### src/rtl/sort_pkg.sv
// Shared sorter constants: key width and default FIFO depth used by the input
// buffer, the sort FIFO and the merge stages.
package sort_pkg;

  localparam int unsigned KEY_W             = 32;
  localparam int unsigned FIFO_DEPTH        = 16;
  localparam int unsigned FIFO_AFULL_MARGIN = 2;

endpackage : sort_pkg

### src/rtl/sort_fifo_ptr.sv
// One FIFO pointer with a wrap bit above the index bits, an increment enable
// and a synchronous active-low reset.
module sort_fifo_ptr #(
  parameter int unsigned AW = 4
) (
  input  logic        clk,
  input  logic        rst_n,
  input  logic        inc_i,
  output logic [AW:0] ptr_o
);

  logic [AW:0] ptr_q;
  logic [AW:0] ptr_d;

  // next pointer value: advance by one when enabled, wrapping naturally
  always_comb begin
    if (inc_i) begin
      ptr_d = ptr_q + {{AW{1'b0}}, 1'b1};
    end else begin
      ptr_d = ptr_q;
    end
  end

  // pointer register
  always_ff @(posedge clk) begin
    if (!rst_n) begin
      ptr_q <= '0;
    end else begin
      ptr_q <= ptr_d;
    end
  end

  assign ptr_o = ptr_q;

endmodule : sort_fifo_ptr

### src/rtl/sort_fifo.sv
// First-word-fall-through key FIFO between the sorter input buffer and the
// first merge stage, with occupancy and sticky overflow/underflow flags.
module sort_fifo
  import sort_pkg::*;
#(
  parameter int unsigned WIDTH        = KEY_W,
  parameter int unsigned DEPTH        = FIFO_DEPTH,
  parameter int unsigned AFULL_MARGIN = FIFO_AFULL_MARGIN
) (
  input  logic                     clk,
  input  logic                     rst_n,
  input  logic [WIDTH-1:0]         din,
  input  logic                     enq,
  input  logic                     deq,
  output logic [WIDTH-1:0]         dout,
  output logic                     full,
  output logic                     afull,
  output logic                     empty,
  output logic [$clog2(DEPTH):0]   cnt,
  output logic                     ovf,
  output logic                     udf
);

  localparam int unsigned AW       = $clog2(DEPTH);
  localparam logic [AW:0] AFULL_TH = (AW+1)'(DEPTH - AFULL_MARGIN);

  logic [WIDTH-1:0] mem_q [DEPTH];
  logic [AW:0]      wp_ptr_s;
  logic [AW:0]      rp_ptr_s;
  logic             full_s;
  logic             empty_s;
  logic             push_s;
  logic             pop_s;
  logic             ovf_q;
  logic             ovf_d;
  logic             udf_q;
  logic             udf_d;

  // Equal index bits with differing wrap bits distinguishes full from empty.
  assign full_s  = (wp_ptr_s[AW-1:0] == rp_ptr_s[AW-1:0]) && (wp_ptr_s[AW] != rp_ptr_s[AW]);
  assign empty_s = (wp_ptr_s == rp_ptr_s);
  assign push_s  = rst_n && enq && !full_s;
  assign pop_s   = rst_n && deq && !empty_s;

  sort_fifo_ptr #(.AW(AW)) wp (
    .clk   (clk),
    .rst_n (rst_n),
    .inc_i (push_s),
    .ptr_o (wp_ptr_s)
  );

  sort_fifo_ptr #(.AW(AW)) rp (
    .clk   (clk),
    .rst_n (rst_n),
    .inc_i (pop_s),
    .ptr_o (rp_ptr_s)
  );

  // key storage, deliberately not reset
  always_ff @(posedge clk) begin
    if (push_s) begin
      mem_q[wp_ptr_s[AW-1:0]] <= din;
    end
  end

  // sticky error flags: enq while full, deq while empty
  always_comb begin
    ovf_d = ovf_q;
    udf_d = udf_q;
    if (enq && full_s) begin
      ovf_d = 1'b1;
    end else begin
      ovf_d = ovf_q;
    end
    if (deq && empty_s) begin
      udf_d = 1'b1;
    end else begin
      udf_d = udf_q;
    end
  end

  // sticky flag registers, cleared only by reset
  always_ff @(posedge clk) begin
    if (!rst_n) begin
      ovf_q <= 1'b0;
      udf_q <= 1'b0;
    end else begin
      ovf_q <= ovf_d;
      udf_q <= udf_d;
    end
  end

  assign cnt   = wp_ptr_s - rp_ptr_s;
  assign full  = full_s;
  assign empty = empty_s;
  assign afull = (cnt >= AFULL_TH);
  assign ovf   = ovf_q;
  assign udf   = udf_q;
  assign dout  = empty_s ? {WIDTH{1'b0}} : mem_q[rp_ptr_s[AW-1:0]];

endmodule : sort_fifo

### config.mk
export PLATFORM = sky130hd
export DESIGN_NAME = sort_fifo
export DESIGN_NICKNAME = d
export VERILOG_FILES = /design/src/rtl/sort_pkg.sv /design/src/rtl/sort_fifo_ptr.sv /design/src/rtl/sort_fifo.sv
export SDC_FILE = /design/constraint.sdc
export NUM_CORES = 1
export LEC_CHECK = 0
export ABC_CLOCK_PERIOD_IN_PS = 9800
export CORE_MARGIN = 2
export CORE_UTILIZATION = 65
export CTS_CLUSTER_DIAMETER = 150
export DETAILED_ROUTE_END_ITERATION = 10
export PLACE_DENSITY = 0.92
export SYNTH_ARGS = -nofsm -noshare
export SYNTH_HDL_FRONTEND = slang
export SYNTH_HIERARCHICAL = 1
export SYNTH_SLANG_ARGS = --single-unit
### constraint.sdc
create_clock -name clk -period 9.8 [get_ports clk]
set_input_delay 1.96 -clock clk [delete_from_list [all_inputs] [get_ports clk]]
set_output_delay 1.96 -clock clk [all_outputs]
set_load 0.05 [all_outputs]
# [Word-level counts from Yosys, hierarchy flattened]
# Memories as Yosys holds them, arrays and structs flattened. A register that Yosys moved wholly into a read port is not among the register bits.
# Index checks and enable logic that the tools add are counted.
[word_totals] regBits=12 mem_bits_rw=512 input_bits=36 out_inout_bits=42 memories=1
[op_classes] add_sub_neg=3 magnitude_cmp=1 eq_ne=3 mux=5 reduce_logical=9
[mem_list] memory="mem_q" words=16 word_bits=32 read_ports=1 rd_clocked_by_memory_dff=1 wr=1 line="sort_fifo.sv:27" rtl="logic [WIDTH-1:0] mem_q [DEPTH];"
[op_table] cell="2-to-1 mux 32 bit" count=1
[op_table] cell="adder 5 x 1 -> 5 bit, second input constant" count=2
[op_table] cell="2-to-1 mux 4 bit" count=2
[op_table] cell="logical AND 1 bit" count=7
[op_table] cell="equality test 5 bit" count=1
[op_table] cell="greater-or-equal comparator 5 x 4 -> 1 bit, second input constant" count=1
[op_table] cell="subtractor 5 bit" count=1
[op_table] cell="equality test 4 bit" count=1
[op_table] cell="zero test 1 bit" count=2
[op_table] cell="2-to-1 mux 1 bit" count=2
[op_table] cell="!= test 1 bit" count=1

# [Longest topological paths before layout]
[depth] ltp_word=6 mapped_depth=11 depth_no_buf=8

# [Cells and area by module]
# Netlist, hierarchy kept.
[by_module_without_submodules] mod="sort_fifo" instances=1 cells_per_inst=906 area_per_inst_um2=19815.3 seq_area_each_um2=15414.8
[by_module_without_submodules] mod="sort_fifo_ptr" instances=2 cells_per_inst=23 area_per_inst_um2=225.2 seq_area_each_um2=100.1

# [Worst setup path after synthesis]
# OpenSTA, ideal clock, no wires.
[synth_path] path_kind="flip-flop to flip-flop" startpoint="reg rp.ptr_q[1], in the netlist rp/ptr_o[1]" endpoint="mem mem_q[0][0] (netlist bit), enable pin" setup_ns=0.461 arrival_ns=4.757 setup_slack_ns=4.582 path_stages_with_launch=10 n_path_buf=3 path_cell_list="dfxtp_1 > clkbuf_1 > buf_2 > inv_2 > clkbuf_1 > ha_1 > and4_1 > and2_1 > or4_1 > nor3_1"
[synth_via] elab_chain_len=6
[synth_rtl] element="start, declared" line="sort_fifo_ptr.sv:12" rtl="logic [AW:0] ptr_q;"
[synth_rtl] element="start signal, assigned" line="sort_fifo_ptr.sv:29" rtl="ptr_q <= ptr_d;"
[synth_rtl] element="equality test 4 bit" line="sort_fifo.sv:40" rtl="assign full_s = (wp_ptr_s[AW-1:0] == rp_ptr_s[AW-1:0]) && (wp_ptr_s[AW] != rp_ptr_s[AW]);"
[synth_rtl] element="logical AND 1 bit" line="sort_fifo.sv:40"
[synth_rtl] element="net full" line="sort_fifo.sv:16" rtl="output logic full,"
[synth_rtl] element="zero test 1 bit" line="sort_fifo.sv:42" rtl="assign push_s = rst_n && enq && !full_s;"
[synth_rtl] element="logical AND 1 bit" line="sort_fifo.sv:42"
[synth_rtl] element="2-to-1 mux 1 bit" line="sort_fifo.sv:61" rtl="if (push_s) begin"
[synth_rtl] element="2-to-1 mux 1 bit (not written as such)" line="sort_fifo.sv:62" rtl="mem_q[wp_ptr_s[AW-1:0]] <= din;"
[synth_rtl] element="end, declared" line="sort_fifo.sv:27"
# The timed path passes the listed nets, and every way through them passes these cells.

# [Worst setup path in the final report]
[layout_path] startpoint="reg rp.ptr_q[1], in the netlist rp/ptr_o[1]" endpoint="out dout[19]"
[layout_via] elab_chain_len=2
[layout_rtl] element="equality test 5 bit" line="sort_fifo.sv:41" rtl="assign empty_s = (wp_ptr_s == rp_ptr_s);"
[layout_rtl] element="2-to-1 mux 32 bit" line="sort_fifo.sv:99" rtl="assign dout = empty_s ? {WIDTH{1'b0}} : mem_q[rp_ptr_s[AW-1:0]];"
[layout_rtl] element="end, declared" line="sort_fifo.sv:15" rtl="output logic [WIDTH-1:0] dout,"
# No other way between the ends.

==> results.cfg <==
[setup_path]
crit_path_start_kind = flop
path_class = reg -> out
path_buf_inv = 3
crit_path_cell_trace = inv_2 -> ha_1 -> nand4_1 -> nor2_1 -> nor3_4 -> buf_4 -> a221o_1 -> clkdlybuf4s50_1
cp_data_required_time_ps = 7840
crit_path_end_kind = output pin
max_stage_delay_ps = 810
arrival_ps = 4820
crit_slowest_cell = clkdlybuf4s50_1
critPathMaxFanout = 39
crit_family = buffers and inverters

[routing]
drt-wirelength-per-cell_um = 30.3
drt_iter0_drc = 1396
dr_total_vias = 10100
vias_per_cell = 6.79
drt_first_pass_iters = 7
drc = 0
drtAntennaViolNets = 0
wirelength_mm = 45.0

[timing]
period_share_pct = 69.2
tightest_slew_ps = 1290
max_freq_mhz = 147
setup_tns_ps = 0
skew_ps = 20.9
relSlewSlack_pct = 14.0
hold_ws_ps = 515
setup_viol = 0
slew_violations = 0
rsz0062_at_grt = false
min_period_ps = 6780
hold_violations = 0

[die]
start_util_pct = 66.1
boundaryPins = 78
dieHeight_um = 181
num_rows = 64
coreArea_mm2 = 0.0307
chipWidth_um = 181
fp.dieArea_mm2 = 0.0326

[power_and_ir_drop]
p_switching_mw = 1.01
p_leak_nw = 7.20
p_clk_share_pct = 40.8
internal_power_mw = 3.67
comb_power_share_pct = 6.2
pwr-share-seq_pct = 53.0
swShare_pct = 21.6
powerDensity_mw_per_mm2 = 203
irDropWorstVdd_uv = 179

[flow_run]
maxCapViolCount = 0

[cells_and_area]
synthToLayoutAreaGrowth_pct = 14.0
layout-drive-gt1-share_pct = 21.9
mostFrequentLayoutCells = edfxtp_1, mux4_2, nand2_1
final_common_cell = edfxtp_1
fin_nets = 1091
num-fill-cells = 1534

[yosys]
synth_edf_count = 512
postSynthCellCount = 952
ys_async_sr_fraction_pct = 0
syn_nets = 995
synth_seq_cells = 524
ys_seq_area_share_pct = 77.1
synthFlopType = edfxtp_1
yosys_warnings = 6
syn_area_mm2 = 0.0203
synth.avg_cell_area_um2 = 21.3
ys_types = 36

[clock_tree]
post_cts_buffers = 0
hold_buffers = 0
path_clk_slew_ps = 70
cts.path.max_buffers = 3
cts_repair_resize_count = 0
cts_root_buffer = clkbuf_16
clock_latency_ps = 570
cts-buffers-inserted = 50
cts_tree = yes
cts.sinks = 524
h-tree-depth = 2

[global_route]
antenna_found_initial = 0
grt_pass1_wl_mm = 67.2
gr-total-overflow = 0
grt_max_degree = 72
grt_pass1_vias = 10600
grt.total_usage_pct = 28.1

[placed_design]
gp_congestion = 0.752
portBuffers = 77
hpwlAfterDp_mm = 22.8

[outcome]
status = finished clean

[hold_path]
hp-class = reg -> reg
-- per-layer routing --
| metal | track usage, % | part of all wire (%) | vias to the layer above |
|---|---|---|---|
| li1 | - | - | 4108 |
| met1 | 38.2 | 37 | 5201 |
| met2 | 46.8 | 52 | 653 |
| met3 | 5.07 | 8.2 | 121 |
| met4 | 10.2 | 3.4 | 0 |
| met5 | 0 | 0 | - |
-- worst min-delay path, stage by stage, from the launching register on --
cell and delay [ps]:
dfxtp_1 330, a21oi_1 50, nor2b_1 100
-- cell families (layout without fill, tap and decap cells) --
| group | count (synthesis) | count (layout) | synth area share, % |
|---|---|---|---|
| flops | 524 | 524 | 77.1 |
| simple gates | 183 | 183 | 4.16 |
| mux | 134 | 134 | 14.5 |
| buf+inv | 54 | 190 | 1.57 |
| compound gates | 45 | 45 | 2.01 |
| fa+ha+maj | 7 | 7 | 0.469 |
| xor+xnor | 5 | 5 | 0.216 |
| other cells | 0 | 1 | 0 |
-- path summary, 6_finish.rpt --
check                   start  depth (start not counted)  slack (ps)      endpoint
hold / removal            ovf                          2         510           ovf
setup / recovery  rp/ptr_o[1]                          8        3020      dout[19]
setup reg to reg  rp/ptr_o[1]                          7        4760  mem_q[2][25]
hold reg to reg           ovf                          2         510           ovf
-- layout make-up --
| cell class | count | area [µm²] | area share, % |
|---|---|---|---|
| antenna | 1 | 2.50 | 0.0108 |
| clock buffer | 58 | 1300 | 5.64 |
| clock inverter | 34 | 319 | 1.38 |
| inverter | 8 | 30.0 | 0.130 |
| multi-input combinational | 374 | 4460 | 19.3 |
| sequential | 524 | 15600 | 67.6 |
| tap | 396 | 495 | 2.14 |
| timing repair buffer | 90 | 868 | 3.76 |
-- stage by stage --
stage	cells	setup WS (ps)	utilization (%)	power (mW)	area [µm²]
finish	1485	3020	75.3	4.69	23100
global route	1484	2930	75.3	4.79	23100
CTS	1484	3070	75.3	4.70	23100
detailed placement	1392	3730	70.0	2.82	21500
global placement	1392	3890	70.0	2.80	21500
floorplan	952	4580	-	2.71	20300
-- registers in the layout, indices dropped and copies added (netlist names) --
register,cells
mem_q,512
wp/ptr_o,5
rp/ptr_o,5
ovf,1
udf,1
-- Yosys cell counts (3+ instances only) --
library cell	n	share of area [%]
clkbuf_1	14	0.26
nor2b_1	35	1.1
mux4_2	128	14
nand3b_1	3	0.11
nor2_1	19	0.35
nor3_1	4	0.099
inv_1	6	0.11
a21oi_1	6	0.15
buf_1	5	0.093
dfxtp_1	12	1.2
nand2b_1	6	0.19
xor2_1	3	0.13
edfxtp_1	512	76
buf_2	11	0.27
a221o_1	32	1.6
nand2_1	103	1.9
buf_4	5	0.19
buf_6	11	0.61
ha_1	6	0.37
nand4_1	5	0.15
mux2i_1	6	0.30
-- power by group through the flow --
stage | Clock [mW] | Combinational, mW | Sequential [mW]
detailed placement | 0 | 0.284 | 2.53
floorplan | 0 | 0.189 | 2.53
CTS | 1.92 | 0.290 | 2.48
global route | 2.00 | 0.305 | 2.48
finish | 1.91 | 0.290 | 2.48
global placement | 0 | 0.273 | 2.53
Power figures use the tool's default switching activity.
